File: config.mk
export PLATFORM = sky130hd
export DESIGN_NAME = dvfs_step_sequencer
export DESIGN_NICKNAME = d
export VERILOG_FILES = /design/src/rtl/dvfs_pkg.sv /design/src/rtl/dvfs_settle_timer.sv /design/src/rtl/dvfs_step_sequencer.sv
export SDC_FILE = /design/constraint.sdc
export NUM_CORES = 1
export LEC_CHECK = 0
export CAP_MARGIN = 0
export CORE_MARGIN = 4
export CORE_UTILIZATION = 35
export DETAILED_ROUTE_END_ITERATION = 10
export SETUP_SLACK_MARGIN = 0.2
export SYNTH_ARGS = -nofsm -noshare
export SYNTH_HDL_FRONTEND = slang
export SYNTH_SLANG_ARGS = --single-unit
File: constraint.sdc
create_clock -name clk -period 2.75 [get_ports clk]
set_input_delay 0.55 -clock clk [delete_from_list [all_inputs] [get_ports clk]]
set_output_delay 0.55 -clock clk [all_outputs]
set_load 0.005 [all_outputs]
File: src/rtl/dvfs_pkg.sv
// Shared DVFS definitions: sequencer states, operating-point codes
// agreed with the policy FSM, and the default post-reset level.
package dvfs_pkg;

   typedef enum logic [2:0] {
      ST_IDLE      = 3'd0,
      ST_V_UP      = 3'd1,
      ST_F_ADJ     = 3'd2,
      ST_V_DN      = 3'd3,
      ST_WAIT_DONE = 3'd4
   } dvfs_state_e;

   localparam logic [1:0] V_THERMAL = 2'b00;
   localparam logic [1:0] V_BATTERY = 2'b00;
   localparam logic [1:0] V_NORMAL  = 2'b01;
   localparam logic [1:0] V_PERF    = 2'b11;

   localparam logic [2:0] F_THERMAL = 3'b000;
   localparam logic [2:0] F_BATTERY = 3'b001;
   localparam logic [2:0] F_NORMAL  = 3'b010;
   localparam logic [2:0] F_PERF    = 3'b111;

   localparam logic [1:0] DEF_V_RST = V_NORMAL;
   localparam logic [2:0] DEF_F_RST = F_NORMAL;

endpackage

File: src/rtl/dvfs_settle_timer.sv
// Settle down-counter; expired while the count sits at zero.
module dvfs_settle_timer #(
   parameter int CW = 8
) (
   input  logic          clk,
   input  logic          rst,
   input  logic          load,
   input  logic [CW-1:0] load_val,
   output logic          expired
);

   logic [CW-1:0] cnt_q;
   logic [CW-1:0] cnt_d;

   always_comb begin
      cnt_d = cnt_q;
      if (load) begin
         cnt_d = load_val;
      end else if (cnt_q != '0) begin
         cnt_d = cnt_q - CW'(1);
      end
   end

   always_ff @(posedge clk) begin
      if (rst) begin
         cnt_q <= '0;
      end else begin
         cnt_q <= cnt_d;
      end
   end

   assign expired = (cnt_q == '0);

endmodule

File: src/rtl/dvfs_step_sequencer.sv
// Walks one domain's rail and clock to a target level one code at a time,
// raising voltage before frequency and lowering frequency before voltage.
module dvfs_step_sequencer
   import dvfs_pkg::*;
#(
   parameter int            VW       = 2,
   parameter int            FW       = 3,
   parameter int            CW       = 8,
   parameter int            V_SETTLE = 4,
   parameter int            F_SETTLE = 2,
   parameter logic [VW-1:0] V_RST    = DEF_V_RST,
   parameter logic [FW-1:0] F_RST    = DEF_F_RST
) (
   input  logic          clk,
   input  logic          rst,
   input  logic [VW-1:0] tgt_v,
   input  logic [FW-1:0] tgt_f,
   input  logic          tgt_valid,
   output logic          tgt_ready,
   output logic [VW-1:0] cur_v,
   output logic [FW-1:0] cur_f,
   output logic          busy,
   output logic          done
);

   localparam logic [CW-1:0] V_LD = CW'(V_SETTLE - 1);
   localparam logic [CW-1:0] F_LD = CW'(F_SETTLE - 1);

   dvfs_state_e   state_q, state_d;
   logic [VW-1:0] cur_v_q, cur_v_d;
   logic [FW-1:0] cur_f_q, cur_f_d;
   logic [VW-1:0] tv_q, tv_d;
   logic [FW-1:0] tf_q, tf_d;
   logic          done_q, done_d;
   logic          ld;
   logic [CW-1:0] ld_val;
   logic          expired;
   logic [VW-1:0] v_nxt;
   logic [FW-1:0] f_nxt;

   dvfs_settle_timer #(.CW(CW)) u_timer (
      .clk      (clk),
      .rst      (rst),
      .load     (ld),
      .load_val (ld_val),
      .expired  (expired)
   );

   // Each expiry performs the next pending step of whichever phase is
   // still outstanding, so phase changes cost no extra cycles.
   always_comb begin
      state_d = state_q;
      cur_v_d = cur_v_q;
      cur_f_d = cur_f_q;
      tv_d    = tv_q;
      tf_d    = tf_q;
      done_d  = 1'b0;
      ld      = 1'b0;
      ld_val  = '0;
      v_nxt   = cur_v_q;
      f_nxt   = cur_f_q;
      unique case (state_q)
         ST_IDLE: begin
            if (tgt_valid) begin
               tv_d    = tgt_v;
               tf_d    = tgt_f;
               state_d = (tgt_v > cur_v_q) ? ST_V_UP : ST_F_ADJ;
            end
         end
         ST_V_UP, ST_F_ADJ, ST_V_DN, ST_WAIT_DONE: begin
            if (expired) begin
               if (cur_v_q < tv_q) begin
                  v_nxt   = cur_v_q + VW'(1);
                  cur_v_d = v_nxt;
                  ld      = 1'b1;
                  ld_val  = V_LD;
                  state_d = (v_nxt == tv_q && cur_f_q == tf_q) ?
                            ST_WAIT_DONE : ST_V_UP;
               end else if (cur_f_q != tf_q) begin
                  f_nxt   = (cur_f_q < tf_q) ? cur_f_q + FW'(1)
                                             : cur_f_q - FW'(1);
                  cur_f_d = f_nxt;
                  ld      = 1'b1;
                  ld_val  = F_LD;
                  state_d = (f_nxt == tf_q && cur_v_q == tv_q) ?
                            ST_WAIT_DONE : ST_F_ADJ;
               end else if (cur_v_q > tv_q) begin
                  v_nxt   = cur_v_q - VW'(1);
                  cur_v_d = v_nxt;
                  ld      = 1'b1;
                  ld_val  = V_LD;
                  state_d = (v_nxt == tv_q) ? ST_WAIT_DONE : ST_V_DN;
               end else begin
                  state_d = ST_IDLE;
                  done_d  = 1'b1;
               end
            end
         end
         default: state_d = ST_IDLE;
      endcase
   end

   always_ff @(posedge clk) begin
      if (rst) begin
         state_q <= ST_IDLE;
         cur_v_q <= V_RST;
         cur_f_q <= F_RST;
         tv_q    <= V_RST;
         tf_q    <= F_RST;
         done_q  <= 1'b0;
      end else begin
         state_q <= state_d;
         cur_v_q <= cur_v_d;
         cur_f_q <= cur_f_d;
         tv_q    <= tv_d;
         tf_q    <= tf_d;
         done_q  <= done_d;
      end
   end

   assign tgt_ready = (state_q == ST_IDLE);
   assign busy      = (state_q != ST_IDLE);
   assign cur_v     = cur_v_q;
   assign cur_f     = cur_f_q;
   assign done      = done_q;

endmodule
==> report_table.html <==
<table>
<tr><th>Metric</th><th>Value</th></tr>
<tr><th colspan="2">Status</th></tr>
<tr><td>Run status</td><td>finished, final reports clean</td></tr>
<tr><th colspan="2">Yosys</th></tr>
<tr><td>Post-Synthesis Cell Area</td><td>1400 um^2</td></tr>
<tr><td>Number of warnings printed during yosys synthesis</td><td>0</td></tr>
<tr><td>Number of distinct library cells after synthesis</td><td>44</td></tr>
<tr><td>Post-synth ARST share</td><td>0%</td></tr>
<tr><td>Number of synthesized flops with an enable pin</td><td>0</td></tr>
<tr><td>Number of nets in the synthesized netlist</td><td>188</td></tr>
<tr><td>Adder and majority cell fraction of the synthesized area</td><td>9.48%</td></tr>
<tr><td>Area share of xor/xnor cells in the synthesized design</td><td>9.21%</td></tr>
<tr><td>Count of state elements after synthesis</td><td>22</td></tr>
<tr><td>Share of the synthesized area in compound gates (AO/OA/AOI/OAI)</td><td>16.5%</td></tr>
<tr><td>Share of synthesized area occupied by flip-flops and latches</td><td>31.5%</td></tr>
<tr><td>Simple-gate portion of the synthesized area</td><td>26.4%</td></tr>
<tr><td>Largest family of logic cells by synthesized area</td><td>simple AND/OR/NAND/NOR gates</td></tr>
<tr><td>Cell count after synthesis</td><td>170</td></tr>
<tr><td>Multiplexer fraction of the synthesized cell area</td><td>1.43%</td></tr>
<tr><td>Most used DFF post-synth</td><td>sky130_fd_sc_hd__dfxtp_1</td></tr>
<tr><td>Syn Area/Cell</td><td>8.23 um^2</td></tr>
<tr><th colspan="2">Route</th></tr>
<tr><td>Antenna Violating Nets Remaining</td><td>0</td></tr>
<tr><td>Metal2 WL</td><td>1560 um</td></tr>
<tr><td>DRC viols</td><td>0</td></tr>
<tr><td>Routed WL</td><td>3060 um</td></tr>
<tr><td>DR pass1 iterations</td><td>4</td></tr>
<tr><td>Metal-1 WL</td><td>1400 um</td></tr>
<tr><td>First-iteration detailed-routing DRC count</td><td>41</td></tr>
<tr><td>Met3 wire length</td><td>83 um</td></tr>
<tr><td>Via count of the routed design</td><td>1209</td></tr>
<tr><td>Final routed wire length divided by cell count</td><td>13.1 um</td></tr>
<tr><td>Highest metal used</td><td>met4</td></tr>
<tr><td>Routed vias/inst</td><td>5.19</td></tr>
<tr><th colspan="2">Place</th></tr>
<tr><td>Number of buffer cells added on primary ports</td><td>15</td></tr>
<tr><td>DP Wirelength</td><td>2420 um</td></tr>
<tr><td>Gp weighted congestion</td><td>0.851</td></tr>
<tr><th colspan="2">Final layout</th></tr>
<tr><td>Growth of design area from synthesis to finish</td><td>20.5%</td></tr>
<tr><td>Util after Layout</td><td>44.7%</td></tr>
<tr><td>Number of nets at the end of the flow</td><td>205</td></tr>
<tr><td>Number of antenna diodes</td><td>0</td></tr>
<tr><td>Layout cells sized above 1</td><td>11.9%</td></tr>
<tr><td>Layout fillers</td><td>372</td></tr>
<tr><th colspan="2">Timing</th></tr>
<tr><td>Worst slew slack as a fraction of its limit</td><td>47.0%</td></tr>
<tr><td>Final sum of negative setup slack</td><td>0 ps</td></tr>
<tr><td>Setup clock skew after layout</td><td>7.16 ps</td></tr>
<tr><td>Post-route clock period utilization</td><td>87.3%</td></tr>
<tr><td>Hold Vio Cnt, Final</td><td>0</td></tr>
<tr><td>Max-slew violations</td><td>0</td></tr>
<tr><td>Achievable Freq</td><td>0.417 GHz</td></tr>
<tr><td>Slew at the pin closest to its max-slew limit</td><td>791 ps</td></tr>
<tr><td>Number of setup violations in the final report</td><td>0</td></tr>
<tr><td>Min cycle time layout</td><td>2400 ps</td></tr>
<tr><td>Unrepaired setup endpoints after global routing</td><td>false</td></tr>
<tr><td>Final Hold Slack</td><td>479 ps</td></tr>
<tr><th colspan="2">Clock network</th></tr>
<tr><td>TritonCTS clock tree</td><td>built</td></tr>
<tr><td>CTS HTree Levels</td><td>1</td></tr>
<tr><td>CTS Buf Count</td><td>3</td></tr>
<tr><td>Post-CTS setup-driven buffer insertion count</td><td>0</td></tr>
<tr><td>CTS Sinks</td><td>22</td></tr>
<tr><td>Maximum buffer depth of the clock tree</td><td>2</td></tr>
<tr><td>Worst-skew pair later-pin latency</td><td>260 ps</td></tr>
<tr><td>CTS clock-pin slew for the worst setup and hold paths</td><td>70 ps</td></tr>
<tr><td>Hold buffer count at cts</td><td>0</td></tr>
<tr><td>Clock root buffer master</td><td>sky130_fd_sc_hd__clkbuf_8</td></tr>
<tr><th colspan="2">Global route</th></tr>
<tr><td>Via count of the first global-routing pass</td><td>1222</td></tr>
<tr><td>Number of antenna violations at the first check in global routing</td><td>0</td></tr>
<tr><td>First-pass GRT wire length</td><td>5370 um</td></tr>
<tr><td>Pin count of the biggest net entering global routing</td><td>15</td></tr>
<tr><td>Global-route usage over all layers</td><td>12.9%</td></tr>
<tr><td>Aggregate global routing overflow</td><td>0</td></tr>
<tr><th colspan="2">Power</th></tr>
<tr><td>Maximum vdd ir drop</td><td>387 uV</td></tr>
<tr><td>Total Power</td><td>1.90 mW</td></tr>
<tr><td>Leakage power total</td><td>0.647 nW</td></tr>
<tr><td>Power density normalized to cell area</td><td>1120 nW/um^2</td></tr>
<tr><th colspan="2">Die</th></tr>
<tr><td>Placeable Area</td><td>3770 um^2</td></tr>
<tr><td>Die X</td><td>71.2 um</td></tr>
<tr><td>Height of the chip</td><td>71.2 um</td></tr>
<tr><td>Starting utilization of the core area</td><td>37.1%</td></tr>
<tr><td>Standard-cell rows</td><td>22</td></tr>
<tr><td># IOs</td><td>16</td></tr>
<tr><td>Die Outline Area</td><td>5070 um^2</td></tr>
<tr><th colspan="2">Critical path</th></tr>
<tr><td>Critical Path Sink Type</td><td>output pin</td></tr>
<tr><td>Worst path required time</td><td>2200 ps</td></tr>
<tr><td>Kind of start point of the critical path</td><td>register</td></tr>
<tr><td>Worst setup path class</td><td>register to output pin</td></tr>
<tr><td>Critical path data arrival time</td><td>1850 ps</td></tr>
<tr><td>Maximum fanout count along the critical path</td><td>8</td></tr>
<tr><th colspan="2">Worst hold path</th></tr>
<tr><td>Type of the worst min-delay path</td><td>register to register</td></tr>
<tr><th colspan="2">Flow run</th></tr>
<tr><td>Max-capacitance violation count</td><td>0</td></tr>
</table>
[flip-flops by register name, summed over array words and instances (netlist names)]
name           cells
cur_f              3
cur_v              2
done               1
state_q            3
tf_q               3
tv_q               2
u_timer.cnt_q      8
[critical path, cell delays in order, from the launching register on]
cell and delay [ps]:
sky130_fd_sc_hd__dfxtp_1 340, sky130_fd_sc_hd__or3_1 490, sky130_fd_sc_hd__clkinv_1 220, sky130_fd_sc_hd__clkdlybuf4s50_1 540
[what timing repair did]
| item | CTS | global route |
|---|---|---|
| cloned | 0 | 0 |
| resized for setup | 1 | 10 |
| pin swaps | 0 | 0 |
| endpoints found under the setup margin | 2 | 2 |
[worst paths after layout]
path                                         startpoint                 endpoint  slack [ps]  cells after the start
worst max-delay path            state_q[2]$_SDFFE_PP0P_                tgt_ready         350                      3
worst min-delay path            state_q[1]$_SDFFE_PP0P_  state_q[1]$_SDFFE_PP0P_         480                      2
worst max register to register    cur_f[0]$_SDFFE_PP0P_  state_q[1]$_SDFFE_PP0P_         360                     10
worst min register to register  state_q[1]$_SDFFE_PP0P_  state_q[1]$_SDFFE_PP0P_         480                      2
[per-layer routing]
| layer | up-vias | global-route usage (%) |
|---|---|---|
| li1 | 625 | - |
| met1 | 568 | 15.2 |
| met2 | 14 | 23.4 |
| met3 | 2 | 2.95 |
| met4 | 0 | 3.34 |
| met5 | - | 0 |
[report_power, final]
group	leakage (nW)	internal, mW	switching [mW]
Sequential	0.182	0.416	0.0982
Clock	0.0216	0.0976	0.102
Combinational	0.444	0.539	0.644
Total	0.647	1.05	0.843
[through the flow]
| stage | cells | cell area (um^2) | setup slack (ps) |
|---|---|---|---|
| after floorplan | 170 | 1400 | 454 |
| after detailed placement | 230 | 1600 | 144 |
| after global routing | 233 | 1690 | 233 |
| final | 233 | 1690 | 349 |
| after CTS | 233 | 1640 | 205 |
| after global placement | 230 | 1600 | 278 |
[cells in the mapped netlist, drive strengths merged (2+ instances only)]
cell | count | area [um^2]
dfxtp | 22 | 440
nor2 | 17 | 63.8
inv | 15 | 56.3
a21oi | 14 | 70.1
nand2 | 13 | 48.8
ha | 9 | 113
nor3 | 9 | 50.1
xnor2 | 9 | 78.8
nand3 | 6 | 35.0
o21ai | 6 | 30.0
nand2b | 4 | 27.5
or3 | 4 | 26.3
a211oi | 3 | 22.5
clkbuf | 3 | 11.3
nor2b | 3 | 18.8
nor4 | 3 | 33.8
xor2 | 3 | 26.3
a211o | 2 | 17.5
a221oi | 2 | 17.5
mux2i | 2 | 20.0
nor3b | 2 | 15.0
o211ai | 2 | 15.0
[final cells by class]
type / count / area [um^2] / area share [%]
Multi-Input combinational cell: 128 / 922 / 54.7
Tap cell: 48 / 60.1 / 3.56
Sequential cell: 22 / 444 / 26.4
Inverter: 16 / 60.1 / 3.56
Clock buffer: 3 / 41.3 / 2.45
Timing Repair Buffer: 16 / 158 / 9.35
[logic make-up (layout without fill, tap and decap cells)]
kind of cell / after synthesis / count (layout)
buf+inv: 20 / 35
simple gates: 67 / 67
flops: 22 / 22
compound gates: 36 / 36
xor+xnor: 13 / 13
fa+ha+maj: 10 / 10
mux: 2 / 2
[layout by cell type, fill, tap and decap left out, drive strengths merged, types with 3 or more instances in the layout]
cell type and instances:
a211oi 3, a21oi 14, clkbuf 3, clkdlybuf4s50 15
dfxtp 22, ha 9, inv 15, nand2 13
nand2b 4, nand3 6, nor2 17, nor2b 3
nor3 9, nor4 3, o21ai 6, or3 4
xnor2 9, xor2 3
Note: power is estimated with default switching activity, not from simulation.
==> edit 1, RTL diff (same settings) <==
Reset style: asynchronous (`rst`), changed in 2 clocked blocks.
--- a/src/rtl/dvfs_settle_timer.sv
+++ b/src/rtl/dvfs_settle_timer.sv
@@ -22,5 +22,5 @@
    end
 
-   always_ff @(posedge clk) begin
+   always_ff @(posedge clk or posedge rst) begin
       if (rst) begin
          cnt_q <= '0;
--- a/src/rtl/dvfs_step_sequencer.sv
+++ b/src/rtl/dvfs_step_sequencer.sv
@@ -101,5 +101,5 @@
    end
 
-   always_ff @(posedge clk) begin
+   always_ff @(posedge clk or posedge rst) begin
       if (rst) begin
          state_q <= ST_IDLE;
Check against the original RTL: differs if rst is asserted again (counterexample within 4 cycles, from zero or initial values and one cycle with rst high); with rst held inactive, the same outputs for 10 cycles.
==> edit 1 against the original RTL <==
  * Clock skew down 0.0051 ns
  * Routed wire length decreased by 13%
  * Largest power group unchanged
  * Cell area decreased by 2.4%
  * Power increased by 14%
  * Sequential power increased by 24%
  * Sequential cell count is the same
  * Critical endpoint unchanged
  * Critical path type unchanged
  * Combinational power grew 4%
  * Worst setup slack improved by 0.021 ns
  * Synthesized area shrank 3.0%
  * Die area is 2.6% lower
==> edit 1: results (changes against the original RTL) <==
{
  "outcome": {
    "status": "completed"
  },
  "routing": {
    "wl_per_cell": {"value": 13.0, "unit": "um", "change": "-1.2%"},
    "wl_met2": {"value": 1260, "unit": "um", "change": "-19%"},
    "drt_first_iter_violations": {"value": 23, "change": "-44%"},
    "wl_met1": {"value": 1280, "unit": "um", "change": "-9.1%"},
    "finalWirelength": {"value": 2650, "unit": "um", "change": "-13%"}
  },
  "finish": {
    "nNetsFinal": {"value": 174, "change": "-15%"}
  },
  "timing": {
    "finClkSkew": {"value": 0.00207, "unit": "ns", "change": "-0.00509 ns"},
    "worst_pin_slew": {"value": 0.549, "unit": "ns", "change": "-0.242 ns"}
  },
  "synthesis": {
    "synth.lib_cells_used.distinct": {"value": 36, "change": "-18%"},
    "synthesis.nets": {"value": 154, "change": "-18%"},
    "asyncSetResetFlopFracSynth": {"value": 100, "unit": "%", "change": "+100 points"},
    "netlist_top_cells_area": "sky130_fd_sc_hd__dfrtp_1 33%, sky130_fd_sc_hd__dfstp_2 7.7%, sky130_fd_sc_hd__ha_1 7.4%, sky130_fd_sc_hd__xnor2_1 7.1%, sky130_fd_sc_hd__inv_1 4.4%",
    "ys_dominant_reg_cell": "sky130_fd_sc_hd__dfrtp_1"
  },
  "grt": {
    "grt_pass1_wl": {"value": 4550, "unit": "um", "change": "-15%"},
    "first_global_vias": {"value": 986, "change": "-19%"},
    "grt_start_max_net_pins": {"value": 23, "change": "+8"},
    "track_usage": {"value": 11.4, "unit": "%", "change": "-1.5 points"}
  },
  "placement": {
    "dp_hpwl": {"value": 1980, "unit": "um", "change": "-18%"},
    "post_detailed_placement_cell_area": {"value": 1570, "unit": "sq um", "change": "-2.0%"},
    "dpl_worst_slack": {"value": 0.361, "unit": "ns", "change": "+0.217 ns"},
    "gpl.final_weighted_congestion": {"value": 0.776, "change": "-8.8%"}
  },
  "worst_setup_path": {
    "reg2reg_from": "tf_q[1]",
    "worst-r2r-setup-slack": {"value": 0.39, "unit": "ns", "change": "+0.03 ns"}
  },
  "power": {
    "leakagePower": {"value": 0.691, "unit": "nW", "change": "+6.7%"}
  },
  "hold_path": {
    "timing.hold.worst_endpoint": "u_timer.cnt_q[5]"
  }
}
## edit 1: cell count changes after synthesis, sizes merged, moves of 4 or more
cell / before / now
dfxtp: 22 / 0
dfrtp: 0 / 18
nor2: 17 / 7
a21oi: 14 / 8
nor3: 9 / 4
o21ai: 6 / 11
dfstp: 0 / 4
## edit 1: timing repair
action	in CTS	in global routing
setup buffers	0	0
gates resized for setup	0	2
endpoints found under the setup margin	0	2
## edit 1: how the worst max path moves through the flow
stage	end	depth (start not counted)	from	slack (ns)
detailed placement	state_q[1]	10	tf_q[1]	0.36
global route	state_q[1]	10	tf_q[1]	0.23
floorplan	state_q[1]	10	tf_q[1]	0.32
global placement	state_q[1]	10	tf_q[1]	0.43
CTS	state_q[1]	10	tf_q[1]	0.29
finish	tgt_ready	3	state_q[0]	0.37
## edit 1: power by group
part / switching (W) / leakage, nW / internal, W / total [W]
clock network: 0.000107 / 0.0357 / 0.000194 / 0.000302
logic: 0.000642 / 0.397 / 0.000586 / 0.00123
registers: 0.000145 / 0.258 / 0.000490 / 0.000635
## edit 1: cells by family (layout without fill, tap and decap cells)
family	count (synthesis)	after routing	share of synthesized area [%]
AO/OA/AOI/OAI	25	25	11.5
XOR/XNOR	15	15	9.68
adder cells (fa/ha/maj)	9	9	8.85
buffers and inverters	18	37	5.44
flip-flops	22	22	40.9
multiplexers	4	4	3.23
AND/OR/NAND/NOR	44	44	20.4
## edit 1: final cells by class
cell class	count	area, sq um	area share, %
clock buffers	3	41.3	2.51
repair buffers	17	165	10.0
clock inverters	1	30.0	1.83
multi-input cells	97	733	44.6
inverters	16	60.1	3.65
flip-flops and latches	22	556	33.8
well taps	48	60.1	3.65
## edit 1: worst max-delay path, cell delays in order, from the launching register on
cell                              delay, ns
sky130_fd_sc_hd__dfrtp_1               0.41
sky130_fd_sc_hd__or3_2                 0.55
sky130_fd_sc_hd__inv_1                 0.11
sky130_fd_sc_hd__clkdlybuf4s50_1       0.50
## edit 1: per-stage QoR
| step | hold slack (ns) | util [%] | total power, W |
|---|---|---|---|
| detailed placement | 0.489 | 42.2 | 0.00182 |
| global route | 0.536 | 44.3 | 0.00239 |
| finish | 0.502 | 44.3 | 0.00216 |
| global placement | 0.486 | 42.2 | 0.00179 |
| floorplan | 0.466 | - | 0.00151 |
| CTS | 0.505 | 44.1 | 0.00216 |
## edit 1: routing by layer
metal	up-vias	global-route usage, %
li1	507	-
met1	476	15.8
met2	14	17.4
met3	4	2.45
met4	0	4.47
met5	-	0
==> edit 2, RTL diff (same settings) <==
Made on the original files. The parameter `VW` goes from 2 to 1.
--- a/src/rtl/dvfs_step_sequencer.sv
+++ b/src/rtl/dvfs_step_sequencer.sv
@@ -4,5 +4,5 @@
    import dvfs_pkg::*;
 #(
-   parameter int            VW       = 2,
+   parameter int            VW       = 1,
    parameter int            FW       = 3,
    parameter int            CW       = 8,
Ports: changed (resized cur_v and tgt_v); port bits go from 16 to 14. The function was not compared with the original's and may differ.
==> edit 2 against the original RTL <==
  * Non-clock buffer count did not move
  * Routed wire length fell by 18%
  * Sequential cell count fell by 2
  * Power fell by 12%
  * Via count fell by 16%
  * Cell area fell by 17%
  * Worst setup slack got worse by 0.11 ns
  * Die area fell by 17%
  * Count of clock-buffer cells in the layout rose by 1
  * Sequential power fell by 12%
  * Synthesized cell count fell by 21%
  * Clock skew fell by 0.0062 ns
  * Clock power fell by 13%
  * Synthesized area fell by 19%
  * Critical endpoint is now state_q[1]
==> edit 2: results (changes against the original RTL) <==
{
  "clock_network": {
    "post_cts_resized": {"value": 0, "change": "-1"},
    "clock_tree.root_cell": "sky130_fd_sc_hd__clkbuf_4"
  },
  "power": {
    "leakagePower": {"value": 0.545, "unit": "nW", "change": "-16%"}
  },
  "placement": {
    "post-place-cells": {"value": 189, "change": "-18%"},
    "io_buf_count": {"value": 13, "change": "-2"},
    "gpl.final_weighted_congestion": {"value": 0.897, "change": "+5.5%"},
    "dpl_worst_slack": {"value": 0.262, "unit": "ns", "change": "+0.118 ns"}
  },
  "synthesis": {
    "synth.lib_cells_used.distinct": {"value": 41, "change": "-6.8%"},
    "synth_fa_ha_area_share": {"value": 9.45, "unit": "%", "change": "-0.031 points"},
    "synthesis.nets": {"value": 150, "change": "-20%"},
    "post_synth_most_frequent_cells": "20 x sky130_fd_sc_hd__dfxtp_1, 15 x sky130_fd_sc_hd__nor2_1, 10 x sky130_fd_sc_hd__inv_1",
    "avg_inst_size_synth": {"value": 8.43, "unit": "sq um", "change": "+2.5%"},
    "synth_compound_gate_area_share": {"value": 18.2, "unit": "%", "change": "+1.7 points"}
  },
  "finish": {
    "layout_cells_sized_above_1": {"value": 10.1, "unit": "%", "change": "-1.8 points"},
    "n_fill_cell": {"value": 314, "change": "-16%"},
    "nNetsFinal": {"value": 165, "change": "-20%"}
  },
  "timing": {
    "final.setup.worst_slack": {"value": 0.244, "unit": "ns", "change": "-0.106 ns"},
    "worst_pin_slew": {"value": 0.546, "unit": "ns", "change": "-0.245 ns"}
  },
  "routing": {
    "drt_first_iter_violations": {"value": 45, "change": "+9.8%"},
    "wl_per_cell": {"value": 13.1, "unit": "um", "change": "-0.52%"},
    "finalWirelength": {"value": 2520, "unit": "um", "change": "-18%"}
  },
  "worst_setup_path": {
    "max_stage_delay_on_crit_path": {"value": 0.46, "unit": "ns", "change": "-0.08 ns"},
    "reg2reg_from": "cur_f[2]",
    "r2r.worst_path.cells": {"value": 9, "change": "-1"}
  },
  "grt": {
    "grt_start_max_net_pins": {"value": 14, "change": "-1"},
    "track_usage": {"value": 12.0, "unit": "%", "change": "-0.89 points"}
  },
  "outcome": {
    "status": "completed"
  }
}
-- edit 2: changes by cell type in the layout (fill, tap and decap cells not counted), moves of 3 or more --
| cell | unedited run | this run |
|---|---|---|
| sky130_fd_sc_hd__dfxtp_2 | 3 | 0 |
| sky130_fd_sc_hd__nand2_1 | 13 | 6 |
| sky130_fd_sc_hd__a21oi_1 | 13 | 8 |
| sky130_fd_sc_hd__clkbuf_4 | 0 | 3 |
| sky130_fd_sc_hd__xnor2_1 | 9 | 6 |
| sky130_fd_sc_hd__a31oi_1 | 0 | 3 |
| sky130_fd_sc_hd__inv_1 | 15 | 10 |
-- edit 2: final cells by class --
type	count	area (sq um)	share of cell area, %
Inverter	11	41.3	2.97
Multi-Input combinational cell	98	706	50.7
Clock buffer	4	36.3	2.61
Tap cell	44	55.1	3.96
Timing Repair Buffer	16	153	11.0
Sequential cell	20	400	28.8
-- edit 2: worst min path at each step --
| stage | from | to | slack, ns |
|---|---|---|---|
| final | tf_q[2] | tf_q[2] | 0.48 |
| after global routing | tf_q[2] | tf_q[2] | 0.50 |
| after CTS | tf_q[2] | tf_q[2] | 0.49 |
| after detailed placement | tf_q[2] | tf_q[2] | 0.47 |
| after global placement | tf_q[2] | tf_q[2] | 0.44 |
| after floorplan | tf_q[2] | tf_q[2] | 0.44 |
-- edit 2: stage by stage --
step,utilization [%],total power [W],cell area [sq um],hold slack [ns]
2_1_floorplan,-,0.00117,1140,0.436
3_3_place_gp,42.9,0.00140,1320,0.445
3_5_place_dp,42.9,0.00141,1320,0.469
4_1_cts,44.1,0.00159,1360,0.486
5_1_grt,45.2,0.00183,1390,0.501
6_report,45.2,0.00167,1390,0.482
-- edit 2: per-layer routing --
layer,part of all wire (%),global-route usage (%)
met5,0,0
met4,2.0,4.66
met3,4.3,1.73
met2,44,17.8
met1,49,17.4
